`src/rtl/mem_arb_ctrl_32_12_pkg.sv`:
```
// Shared constants and types for the two-port SRAM front-end controller.
package mem_arb_pkg;
    localparam int DATA_W    = 32;
    localparam int ADDR_W    = 12;
    localparam int MEM_DEPTH = 4096;

    typedef enum logic [0:0] {
        ST_INIT  = 1'b0,
        ST_SERVE = 1'b1
    } state_e;

    typedef struct packed {
        logic valid;
        logic port;
    } rd_tag_t;
endpackage

```
`src/rtl/mem_arb_ctrl_32_12_if.sv`:
```
// Requester ports and SRAM macro pins of the controller, bundled as one bus.
interface mem_arb_ctrl_32_12_if;
    import mem_arb_pkg::*;

    logic              req0, we0, gnt0, rvalid0;
    logic [ADDR_W-1:0] addr0;
    logic [DATA_W-1:0] wdata0, rdata0;
    logic              req1, we1, gnt1, rvalid1;
    logic [ADDR_W-1:0] addr1;
    logic [DATA_W-1:0] wdata1, rdata1;
    logic              mem_chip_en, mem_rd_en, mem_wr_en;
    logic [ADDR_W-1:0] mem_addr;
    logic [DATA_W-1:0] mem_wr_data, mem_rd_data;

    modport master (
        output req0, we0, addr0, wdata0, req1, we1, addr1, wdata1, mem_rd_data,
        input  gnt0, rvalid0, rdata0, gnt1, rvalid1, rdata1,
        input  mem_chip_en, mem_addr, mem_rd_en, mem_wr_en, mem_wr_data
    );

    modport slave (
        input  req0, we0, addr0, wdata0, req1, we1, addr1, wdata1, mem_rd_data,
        output gnt0, rvalid0, rdata0, gnt1, rvalid1, rdata1,
        output mem_chip_en, mem_addr, mem_rd_en, mem_wr_en, mem_wr_data
    );
endinterface

```
`src/rtl/mem_arb_ctrl_32_12_rr_arb2.sv`:
```
// Two-way round-robin arbiter: on contention the port not granted last wins.
module rr_arb2 (
    input  logic       clock,
    input  logic       reset,
    input  logic [1:0] req,
    input  logic       advance,
    output logic [1:0] gnt
);
    logic last_q, last_d;

    // Grant decode; last_q holds the most recently granted port.
    always_comb begin
        gnt = 2'b00;
        case (req)
            2'b01:   gnt = 2'b01;
            2'b10:   gnt = 2'b10;
            2'b11:   gnt = last_q ? 2'b01 : 2'b10;
            default: gnt = 2'b00;
        endcase
    end

    // Pointer moves only when a grant is actually taken.
    always_comb begin
        last_d = last_q;
        if (advance) begin
            last_d = gnt[1];
        end else begin
            last_d = last_q;
        end
    end

    // Reset to "port 1 was last" so port 0 is preferred first.
    always_ff @(posedge clock) begin
        if (reset) begin
            last_q <= 1'b1;
        end else begin
            last_q <= last_d;
        end
    end
endmodule

```
`src/rtl/mem_arb_ctrl_32_12.sv`:
```
// SRAM front end: zero-fill after reset, then round-robin sharing between two
// requesters with registered memory commands and fixed-latency read return.
module mem_arb_ctrl_32_12
    import mem_arb_pkg::*;
#(
    parameter int RD_LAT  = 1,
    parameter bit INIT_EN = 1'b1
) (
    input  logic                clock,
    input  logic                reset,
    output logic                init_done,
    mem_arb_ctrl_32_12_if.slave bus
);
    localparam logic [ADDR_W:0] LAST_ADDR = (ADDR_W + 1)'(MEM_DEPTH - 1);
    localparam state_e          RST_STATE = INIT_EN ? ST_INIT : ST_SERVE;

    state_e             state_q, state_d;
    logic [ADDR_W:0]    init_cnt_q, init_cnt_d;
    logic               chip_en_q, chip_en_d, rd_en_q, rd_en_d, wr_en_q, wr_en_d;
    logic [ADDR_W-1:0]  addr_q, addr_d;
    logic [DATA_W-1:0]  wdata_q, wdata_d;
    rd_tag_t [RD_LAT:0] tag_q, tag_d;
    rd_tag_t            push_tag_s, tag_out_s;
    logic               rvalid0_q, rvalid0_d, rvalid1_q, rvalid1_d;
    logic [DATA_W-1:0]  rdata0_q, rdata0_d, rdata1_q, rdata1_d;
    logic               serve_s, advance_s;
    logic [1:0]         arb_req_s, arb_gnt_s;

    assign serve_s   = (state_q == ST_SERVE) && !reset;
    assign arb_req_s = serve_s ? {bus.req1, bus.req0} : 2'b00;
    assign advance_s = |arb_gnt_s;

    rr_arb2 u_arb (
        .clock   (clock),
        .reset   (reset),
        .req     (arb_req_s),
        .advance (advance_s),
        .gnt     (arb_gnt_s)
    );

    assign init_done       = serve_s;
    assign bus.gnt0        = arb_gnt_s[0];
    assign bus.gnt1        = arb_gnt_s[1];
    assign bus.rvalid0     = rvalid0_q;
    assign bus.rvalid1     = rvalid1_q;
    assign bus.rdata0      = rdata0_q;
    assign bus.rdata1      = rdata1_q;
    assign bus.mem_chip_en = chip_en_q;
    assign bus.mem_rd_en   = rd_en_q;
    assign bus.mem_wr_en   = wr_en_q;
    assign bus.mem_addr    = addr_q;
    assign bus.mem_wr_data = wdata_q;

    // FSM and next memory command: sweep writes during INIT, winner's access in SERVE.
    always_comb begin
        state_d    = state_q;
        init_cnt_d = init_cnt_q;
        chip_en_d  = 1'b0;
        rd_en_d    = 1'b0;
        wr_en_d    = 1'b0;
        addr_d     = addr_q;
        wdata_d    = wdata_q;
        push_tag_s = '0;
        case (state_q)
            ST_INIT: begin
                chip_en_d  = 1'b1;
                wr_en_d    = 1'b1;
                addr_d     = init_cnt_q[ADDR_W-1:0];
                wdata_d    = '0;
                init_cnt_d = init_cnt_q + (ADDR_W + 1)'(1);
                if (init_cnt_q == LAST_ADDR) begin
                    state_d = ST_SERVE;
                end else begin
                    state_d = ST_INIT;
                end
            end
            ST_SERVE: begin
                state_d = ST_SERVE;
                if (arb_gnt_s[0]) begin
                    chip_en_d  = 1'b1;
                    wr_en_d    = bus.we0;
                    rd_en_d    = !bus.we0;
                    addr_d     = bus.addr0;
                    wdata_d    = bus.wdata0;
                    push_tag_s = '{valid: !bus.we0, port: 1'b0};
                end else if (arb_gnt_s[1]) begin
                    chip_en_d  = 1'b1;
                    wr_en_d    = bus.we1;
                    rd_en_d    = !bus.we1;
                    addr_d     = bus.addr1;
                    wdata_d    = bus.wdata1;
                    push_tag_s = '{valid: !bus.we1, port: 1'b1};
                end else begin
                    chip_en_d = 1'b0;
                end
            end
            default: begin
                state_d = ST_INIT;
            end
        endcase
    end

    // Tag shift register aligns the port id with mem_rd_data RD_LAT cycles later.
    always_comb begin
        tag_d    = '0;
        tag_d[0] = push_tag_s;
        for (int i = 1; i <= RD_LAT; i++) begin
            tag_d[i] = tag_q[i-1];
        end
    end

    // Steer returning read data to the tagged port; data holds between pulses.
    always_comb begin
        tag_out_s = tag_q[RD_LAT];
        rvalid0_d = tag_out_s.valid && !tag_out_s.port;
        rvalid1_d = tag_out_s.valid && tag_out_s.port;
        if (rvalid0_d) begin
            rdata0_d = bus.mem_rd_data;
        end else begin
            rdata0_d = rdata0_q;
        end
        if (rvalid1_d) begin
            rdata1_d = bus.mem_rd_data;
        end else begin
            rdata1_d = rdata1_q;
        end
    end

    // State registers; reset also flushes in-flight read tags.
    always_ff @(posedge clock) begin
        if (reset) begin
            state_q    <= RST_STATE;
            init_cnt_q <= '0;
            chip_en_q  <= 1'b0;
            rd_en_q    <= 1'b0;
            wr_en_q    <= 1'b0;
            addr_q     <= '0;
            wdata_q    <= '0;
            tag_q      <= '0;
            rvalid0_q  <= 1'b0;
            rvalid1_q  <= 1'b0;
            rdata0_q   <= '0;
            rdata1_q   <= '0;
        end else begin
            state_q    <= state_d;
            init_cnt_q <= init_cnt_d;
            chip_en_q  <= chip_en_d;
            rd_en_q    <= rd_en_d;
            wr_en_q    <= wr_en_d;
            addr_q     <= addr_d;
            wdata_q    <= wdata_d;
            tag_q      <= tag_d;
            rvalid0_q  <= rvalid0_d;
            rvalid1_q  <= rvalid1_d;
            rdata0_q   <= rdata0_d;
            rdata1_q   <= rdata1_d;
        end
    end
endmodule

```
`src/flat_wrapper.sv`:
```
// flat-port wrapper written by rule: the top's interface ports become plain ports
module mem_arb_ctrl_32_12_flat import mem_arb_pkg::*;
#(
    parameter int RD_LAT  = 1,
    parameter bit INIT_EN = 1'b1
)
  (clock, reset, init_done, bus_req0, bus_we0, bus_addr0, bus_wdata0, bus_req1, bus_we1, bus_addr1, bus_wdata1, bus_mem_rd_data, bus_gnt0, bus_rvalid0, bus_rdata0, bus_gnt1, bus_rvalid1, bus_rdata1, bus_mem_chip_en, bus_mem_addr, bus_mem_rd_en, bus_mem_wr_en, bus_mem_wr_data);
  mem_arb_ctrl_32_12_if bus_i ();
  input  logic clock;
  input  logic reset;
  output logic init_done;
  input wire logic [$bits(bus_i.req0)-1:0] bus_req0;
  input wire logic [$bits(bus_i.we0)-1:0] bus_we0;
  input wire logic [$bits(bus_i.addr0)-1:0] bus_addr0;
  input wire logic [$bits(bus_i.wdata0)-1:0] bus_wdata0;
  input wire logic [$bits(bus_i.req1)-1:0] bus_req1;
  input wire logic [$bits(bus_i.we1)-1:0] bus_we1;
  input wire logic [$bits(bus_i.addr1)-1:0] bus_addr1;
  input wire logic [$bits(bus_i.wdata1)-1:0] bus_wdata1;
  input wire logic [$bits(bus_i.mem_rd_data)-1:0] bus_mem_rd_data;
  output wire logic [$bits(bus_i.gnt0)-1:0] bus_gnt0;
  output wire logic [$bits(bus_i.rvalid0)-1:0] bus_rvalid0;
  output wire logic [$bits(bus_i.rdata0)-1:0] bus_rdata0;
  output wire logic [$bits(bus_i.gnt1)-1:0] bus_gnt1;
  output wire logic [$bits(bus_i.rvalid1)-1:0] bus_rvalid1;
  output wire logic [$bits(bus_i.rdata1)-1:0] bus_rdata1;
  output wire logic [$bits(bus_i.mem_chip_en)-1:0] bus_mem_chip_en;
  output wire logic [$bits(bus_i.mem_addr)-1:0] bus_mem_addr;
  output wire logic [$bits(bus_i.mem_rd_en)-1:0] bus_mem_rd_en;
  output wire logic [$bits(bus_i.mem_wr_en)-1:0] bus_mem_wr_en;
  output wire logic [$bits(bus_i.mem_wr_data)-1:0] bus_mem_wr_data;
  assign bus_i.req0 = bus_req0;
  assign bus_i.we0 = bus_we0;
  assign bus_i.addr0 = bus_addr0;
  assign bus_i.wdata0 = bus_wdata0;
  assign bus_i.req1 = bus_req1;
  assign bus_i.we1 = bus_we1;
  assign bus_i.addr1 = bus_addr1;
  assign bus_i.wdata1 = bus_wdata1;
  assign bus_i.mem_rd_data = bus_mem_rd_data;
  assign bus_gnt0 = bus_i.gnt0;
  assign bus_rvalid0 = bus_i.rvalid0;
  assign bus_rdata0 = bus_i.rdata0;
  assign bus_gnt1 = bus_i.gnt1;
  assign bus_rvalid1 = bus_i.rvalid1;
  assign bus_rdata1 = bus_i.rdata1;
  assign bus_mem_chip_en = bus_i.mem_chip_en;
  assign bus_mem_addr = bus_i.mem_addr;
  assign bus_mem_rd_en = bus_i.mem_rd_en;
  assign bus_mem_wr_en = bus_i.mem_wr_en;
  assign bus_mem_wr_data = bus_i.mem_wr_data;
  mem_arb_ctrl_32_12 #(.RD_LAT(RD_LAT), .INIT_EN(INIT_EN)) u_core (.clock(clock), .reset(reset), .init_done(init_done), .bus(bus_i));
endmodule
```
`config.mk`:
```
export PLATFORM = sky130hd
export DESIGN_NAME = mem_arb_ctrl_32_12_flat
export DESIGN_NICKNAME = d
export VERILOG_FILES = /design/src/rtl/mem_arb_ctrl_32_12_pkg.sv /design/src/rtl/mem_arb_ctrl_32_12_if.sv /design/src/rtl/mem_arb_ctrl_32_12_rr_arb2.sv /design/src/rtl/mem_arb_ctrl_32_12.sv /design/src/flat_wrapper.sv
export SDC_FILE = /design/constraint.sdc
export NUM_CORES = 1
export LEC_CHECK = 0
export ABC_AREA = 1
export CORE_MARGIN = 8
export CORE_UTILIZATION = 30
export CTS_CLUSTER_DIAMETER = 30
export CTS_CLUSTER_SIZE = 8
export DETAILED_ROUTE_END_ITERATION = 6
export HOLD_SLACK_MARGIN = 0.03
export PLACE_DENSITY_LB_ADDON = 0.08
export SKIP_LAST_GASP = 1
export SLEW_MARGIN = 20
export SYNTH_ARGS = -nofsm -noshare
export SYNTH_HDL_FRONTEND = slang
export SYNTH_SLANG_ARGS = --single-unit
```
`constraint.sdc`:
```
create_clock -name clock -period 1.8 [get_ports clock]
set_clock_uncertainty 0.15 [all_clocks]
set_input_delay 0.36 -clock clock [delete_from_list [all_inputs] [get_ports clock]]
set_output_delay 0.36 -clock clock [all_outputs]
set_load 0.02 [all_outputs]
```
* Word level (Yosys, flattened, before mapping)
Cells that the tools add are included.
Storage, ports and cells: input bits 126, flip-flop bits (word level) 132, output and inout bits 116
Cells by class: reductions and logical operators 10, mux-type cells 21, equal/unequal tests 5, $add $sub $neg 1, bitwise gates (word level) 1
Operator list (number):
- 32-bit two-way mux | 2
- 32-bit one-hot mux with 2 select lines | 1
- 12-bit two-way mux | 2
- 12-bit one-hot mux with 2 select lines | 1
- 13-bit by 1-bit adder with 13-bit output, second input constant | 1
- 13-bit by 12-bit == test with 1-bit output, second input constant | 1
- 2-bit two-way mux | 4
- 1-bit two-way mux | 7
- 1-bit one-hot mux with 2 select lines | 3
- 2-bit one-hot mux with 3 select lines | 1
- 2-bit == test, second input constant | 2
- 1-bit zero test | 4
- 2-bit OR reduction | 2
- 1-bit logical AND | 3
- 3-bit != test, second input constant | 1
- 3-bit OR reduction | 1
- 2-bit by 1-bit == test with 1-bit output, second input constant | 1
- 1-bit NOT | 1

* Depth between registers and ports, before layout
word-level depth 8, gate-level depth with buffers 9, depth with buffers taken out 7

* Cells and area by module
From an unflattened synthesis, not the netlist that was laid out.
Second synthesis, totals: cells, all modules 784, area, all modules 5386.4 um2
Modules (own cells, without submodules):
- mem_arb_ctrl_32_12 | times used 1, cells an instance 775, area each 5327.6 um2
- rr_arb2 | times used 1, cells an instance 9, area each 58.8 um2

* Worst setup path before layout
No wires, ideal clock.
path type register to output, from reg u_core.state_q, to out bus_gnt0, data required time 1.290 ns, stages on the path, launching flop included 7, path slack 0.284 ns, data arrival time 1.006 ns, path through dfxtp_1 > buf_6 > inv_8 > nor2_8 > nand3_4 > inv_2 > buf_6
On the way: word-level cells in the longest chain between the ends 4, elaborated cells between the ends (all ways) 6, classes of those cells 3 x eq/ne; 2 x mux; 1 x reduce/logical
Ends and longest elaborated chain:
- from (decl) | RTL line mem_arb_ctrl_32_12.sv:17 | state_e state_q, state_d;
- from (signal assigned) | RTL line mem_arb_ctrl_32_12.sv:145 | state_q <= state_d;
- 1-bit logical AND * | RTL line mem_arb_ctrl_32_12.sv:29 | assign serve_s = (state_q == ST_SERVE) && !reset;
- net init_done | RTL line flat_wrapper.sv:11 | output logic init_done;
- 2-bit two-way mux * | RTL line mem_arb_ctrl_32_12.sv:30 | assign arb_req_s = serve_s ? {bus.req1, bus.req0} : 2'b00;
- 2-bit == test or 2-bit by 1-bit == test with 1-bit output (tied branches) | RTL line mem_arb_ctrl_32_12_rr_arb2.sv:14 | case (req)
- 2-bit one-hot mux with 3 select lines * | RTL line mem_arb_ctrl_32_12_rr_arb2.sv:14
- to (decl) | RTL line flat_wrapper.sv:21 | output wire logic [$bits(bus_i.gnt0)-1:0] bus_gnt0;
Mark *: on every way through the listed nets, which the timed path passes. The rest lies on a longest branch.

* Worst setup path in the final report
from reg u_core.u_arb.last_q, to out bus_gnt1
On the way: word-level cells in the longest chain between the ends 2
Ends and longest elaborated chain:
- from (decl) | RTL line mem_arb_ctrl_32_12_rr_arb2.sv:9 | logic last_q, last_d;
- from (signal assigned) | RTL line mem_arb_ctrl_32_12_rr_arb2.sv:37 | last_q <= last_d;
- 2-bit two-way mux | RTL line mem_arb_ctrl_32_12_rr_arb2.sv:17 | 2'b11: gnt = last_q ? 2'b01 : 2'b10;
- 2-bit one-hot mux with 3 select lines | RTL line mem_arb_ctrl_32_12_rr_arb2.sv:14
- to (decl) | RTL line flat_wrapper.sv:24 | output wire logic [$bits(bus_i.gnt1)-1:0] bus_gnt1;
Every way passes these cells.

==> out/results.tsv <==
stage	metric	value	unit
run_status	status	complete, no violations	
yosys	yosys synthesis warning count	0	
timing	RSZ-0062 raised after global routing	true	
yosys	Synth area leader	dfxtp_1	
timing	Worst Tran Pin Value	0.503	ns
worst_setup_path	critical path cell sequence	nand2_2 -> nand2_4 -> buf_12 -> nor2_4 -> buf_6	
yosys	dominant synthesized flop cell	dfxtp_1	
detailed_routing	drt total wl	19700	µm
worst_setup_path	CP Capture Type	output pin	
placement	gpl congestion	0.771	
timing	Worst slew margin	0.665	
yosys	Synth cell types	27	
global_routing	met2 Usage GRT	0.298	
placement	DP Wirelength	13900	µm
global_routing	largest net degree at the start of global routing	68	
timing	Fin Hold WS	0.253	ns
worst_hold_path	Hold Path Depth	2	
worst_hold_path	Worst Hold Class	flip-flop to flip-flop	
final_layout	Storage cell area	2630	µm²
final_layout	nets	1145	
yosys	count leader, synth	nor2_1	
worst_setup_path	slowest CP cell	dfxtp_2	
final_layout	ANT cells	0	
floorplanning	# rows	49	
worst_setup_path	R2R depth	8	
worst_setup_path	Buffers & Inverters on Critical Path	2	
detailed_routing	Initial DRC Count	184	
power_and_ir_drop	Leak Pwr	4.11	nW
global_routing	first-pass GRT wire length	31500	µm
timing	Setup Total Neg Slack	0	ns
final_layout	fillers	1860	
run	Max-Cap Viols	0	
power_and_ir_drop	maximum VDD drop	0.000684	V
cts	root buffer cell	clkbuf_16	
timing	Hold Vio Cnt, Final	0	
global_routing	global route overflow	0	
cts	Clock Latency Late Sink	0.42	ns
yosys	cell area after synthesis	5550	µm²
worst_setup_path	reg2reg end	u_core.bus.mem_addr[8]	
floorplanning	Core Box Area	18100	µm²
yosys	Seq/Total Area, Yosys	0.473	
worst_setup_path	max incr delay on CP	0.33	ns
cts	clock buffer count from CTS	17	
detailed_routing	vias per cell	4.43	
cts	Sink Count	131	
cts	deepest clock path buffer count	2	
yosys	Post-synth top cells	nor2_1 (148), dfxtp_1 (131), nand2_1 (127), inv_1 (73), o21ai_0 (68)	
detailed_routing	DRT Pass-1 Iters	4	
global_routing	most used routing layer	met2	
yosys	flops & latches, synth	131	
global_routing	Total GRT Usage	0.172	
worst_hold_path	hold path endpoint	u_core.tag_out_s[0]	
yosys	top cells by area, synth	dfxtp_1 (47%), nor2_1 (10%), nand2_1 (8.6%)	
timing	final setup vio count	0	
final_layout	synthesis-to-layout area growth	61.0	%
global_routing	initial antenna violation count	1	
final_layout	Multi-input gate area	2400	µm²
cts	Worst-path clk slew	0.06	ns
worst_setup_path	reg-to-reg startpoint	u_core.state_q	
power_and_ir_drop	Power Total	7.08	mW
global_routing	vias in the first global route	5625	
floorplanning	area of the die	23100	µm²
yosys	top-area cell type share of the netlist area	0.473	
worst_setup_path	setup slack, reg-to-reg	0.17	ns
detailed_routing	Final ANT Viol Nets	0	
global_routing	M3 GR Usage	0.0613	
yosys	Post-Syn Nets	892	
placement	number of I/O port buffers	241	
yosys	Mapped Avg Cell Area	7.25	µm²
power_and_ir_drop	PwrDens	792	nW/µm²
timing	final slew viol count	0	
detailed_routing	routed length per instance	15.6	µm
floorplanning	io pins	242	
worst_setup_path	WS Path Type	flip-flop to output pin	
detailed_routing	detailed-route via count	5581	
cts	CTS tree	built	
cts	Hold-fix buffers, CTS	0	
global_routing	M1 GR Usage	0.197	
yosys	ys async rst share	0	
timing	Tcrit/Tclk final	0.971	
timing	post-route minimum period	1.75	ns
yosys	Syn Inst Count	765	
floorplanning	die height	152	µm
final_layout	share of cells above drive strength 1	0.0912	
worst_setup_path	CP Launch Type	flip-flop	
cts	htree depth	4	
worst_setup_path	WP data arrival	1.24	ns
worst_setup_path	crit-path max FO	3	
worst_hold_path	hold_sp	u_core.tag_d[2]	
floorplanning	Starting Density	0.307	
worst_setup_path	worst path required time	1.29	ns
yosys	number of synthesized flops with an enable pin	0	
floorplanning	Die X	152	µm
worst_setup_path	kind of cell adding the most delay to the critical path	flip-flops	
detailed_routing	# DRC	0	
timing	f_max	572	MHz
-- area by class of cell --
type                       instances  share of cell area
clock buffer                      19              0.0496
inverter                          77              0.0335
multi-input combinational        510               0.269
tap                              229              0.0321
clock inverter                    13              0.0193
sequential                       131               0.294
timing repair buffer             281               0.303
-- logic make-up after synthesis --
logic type,Yosys count,synth area share
and+or+nand+nor,326,0.245
AOI/OAI and AO/OA,183,0.180
DFF,131,0.473
buffers and inverters,124,0.100
adders and majority gates,1,0.00225
-- flip-flops by register name, indices dropped and copies added, names as in the netlist --
| name | flops |
|---|---|
| u_core.bus.mem_addr | 12 |
| u_core.bus.mem_chip_en | 1 |
| u_core.bus.mem_wr_data | 32 |
| u_core.bus.mem_wr_en | 1 |
| u_core.bus.rdata0 | 32 |
| u_core.bus.rdata1 | 32 |
| u_core.bus.rvalid0 | 1 |
| u_core.bus.rvalid1 | 1 |
| u_core.init_cnt_q | 13 |
| u_core.state_q | 1 |
| u_core.tag_d | 2 |
| u_core.tag_out_s | 2 |
| u_core.u_arb.last_q | 1 |
-- metrics by stage --
step | instance area [µm²] | cells | worst slack, ns | utilization
2_1_floorplan | 5550 | 765 | 0.284 | -
3_3_place_gp | 8300 | 1218 | -0.557 | 0.459
3_5_place_dp | 8300 | 1218 | -0.555 | 0.459
4_1_cts | 8870 | 1255 | -0.0181 | 0.491
5_1_grt | 8940 | 1260 | -0.00561 | 0.494
6_report | 8940 | 1260 | 0.0526 | 0.494
-- tightest hold or removal path, stage by stage, from the launching register on --
cell     delay, ns
dfxtp_1       0.30
inv_1         0.04
nor2_1        0.03
-- cells in the final DEF, fill, tap and decap left out, types with 32 or more instances in the layout --
cell type | Yosys | layout
clkdlybuf4s50_1 | 0 | 122
a21oi_1 | 66 | 66
nand3_1 | 35 | 35
o21a_1 | 32 | 32
o21ai_0 | 68 | 68
nor2_1 | 148 | 146
dlygate4sd2_1 | 0 | 115
nand2_1 | 127 | 126
dfxtp_1 | 131 | 129
inv_1 | 73 | 73
-- worst max path at each step --
stage	from	endpoint	slack, ns	cells past startpoint
finish	u_core.u_arb.last_q	bus_gnt1	0.05	5
global route	u_core.u_arb.last_q	bus_gnt1	-0.006	5
CTS	u_core.state_q	bus_gnt0	-0.02	5
detailed placement	bus_req1	bus_gnt0	-0.56	6
global placement	bus_req1	bus_gnt0	-0.56	6
floorplan	u_core.state_q	bus_gnt0	0.28	6
-- report_power, final --
| group | leakage (nW) | internal [mW] | switching [mW] | total, mW |
|---|---|---|---|---|
| combinational | 2.76 | 0.305 | 0.181 | 0.486 |
| sequential | 1.06 | 2.91 | 0.00925 | 2.92 |
| clock | 0.293 | 2.24 | 1.43 | 3.67 |
-- layer usage --
layer / wire length [µm] / vias up
met5: 8 / -
met4: 222 / 2
met3: 1190 / 18
met2: 9570 / 138
met1: 8700 / 2472
li1: - / 2951
-- repair_timing --
action | in CTS | in global routing
endpoints found under the setup margin | 131 | 6
pin swaps | 1 | 3
gates resized for setup | 137 | 8
gates cloned | 1 | 0
setup buffers | 4 | 5
Note: power is estimated with default switching activity, not from simulation.
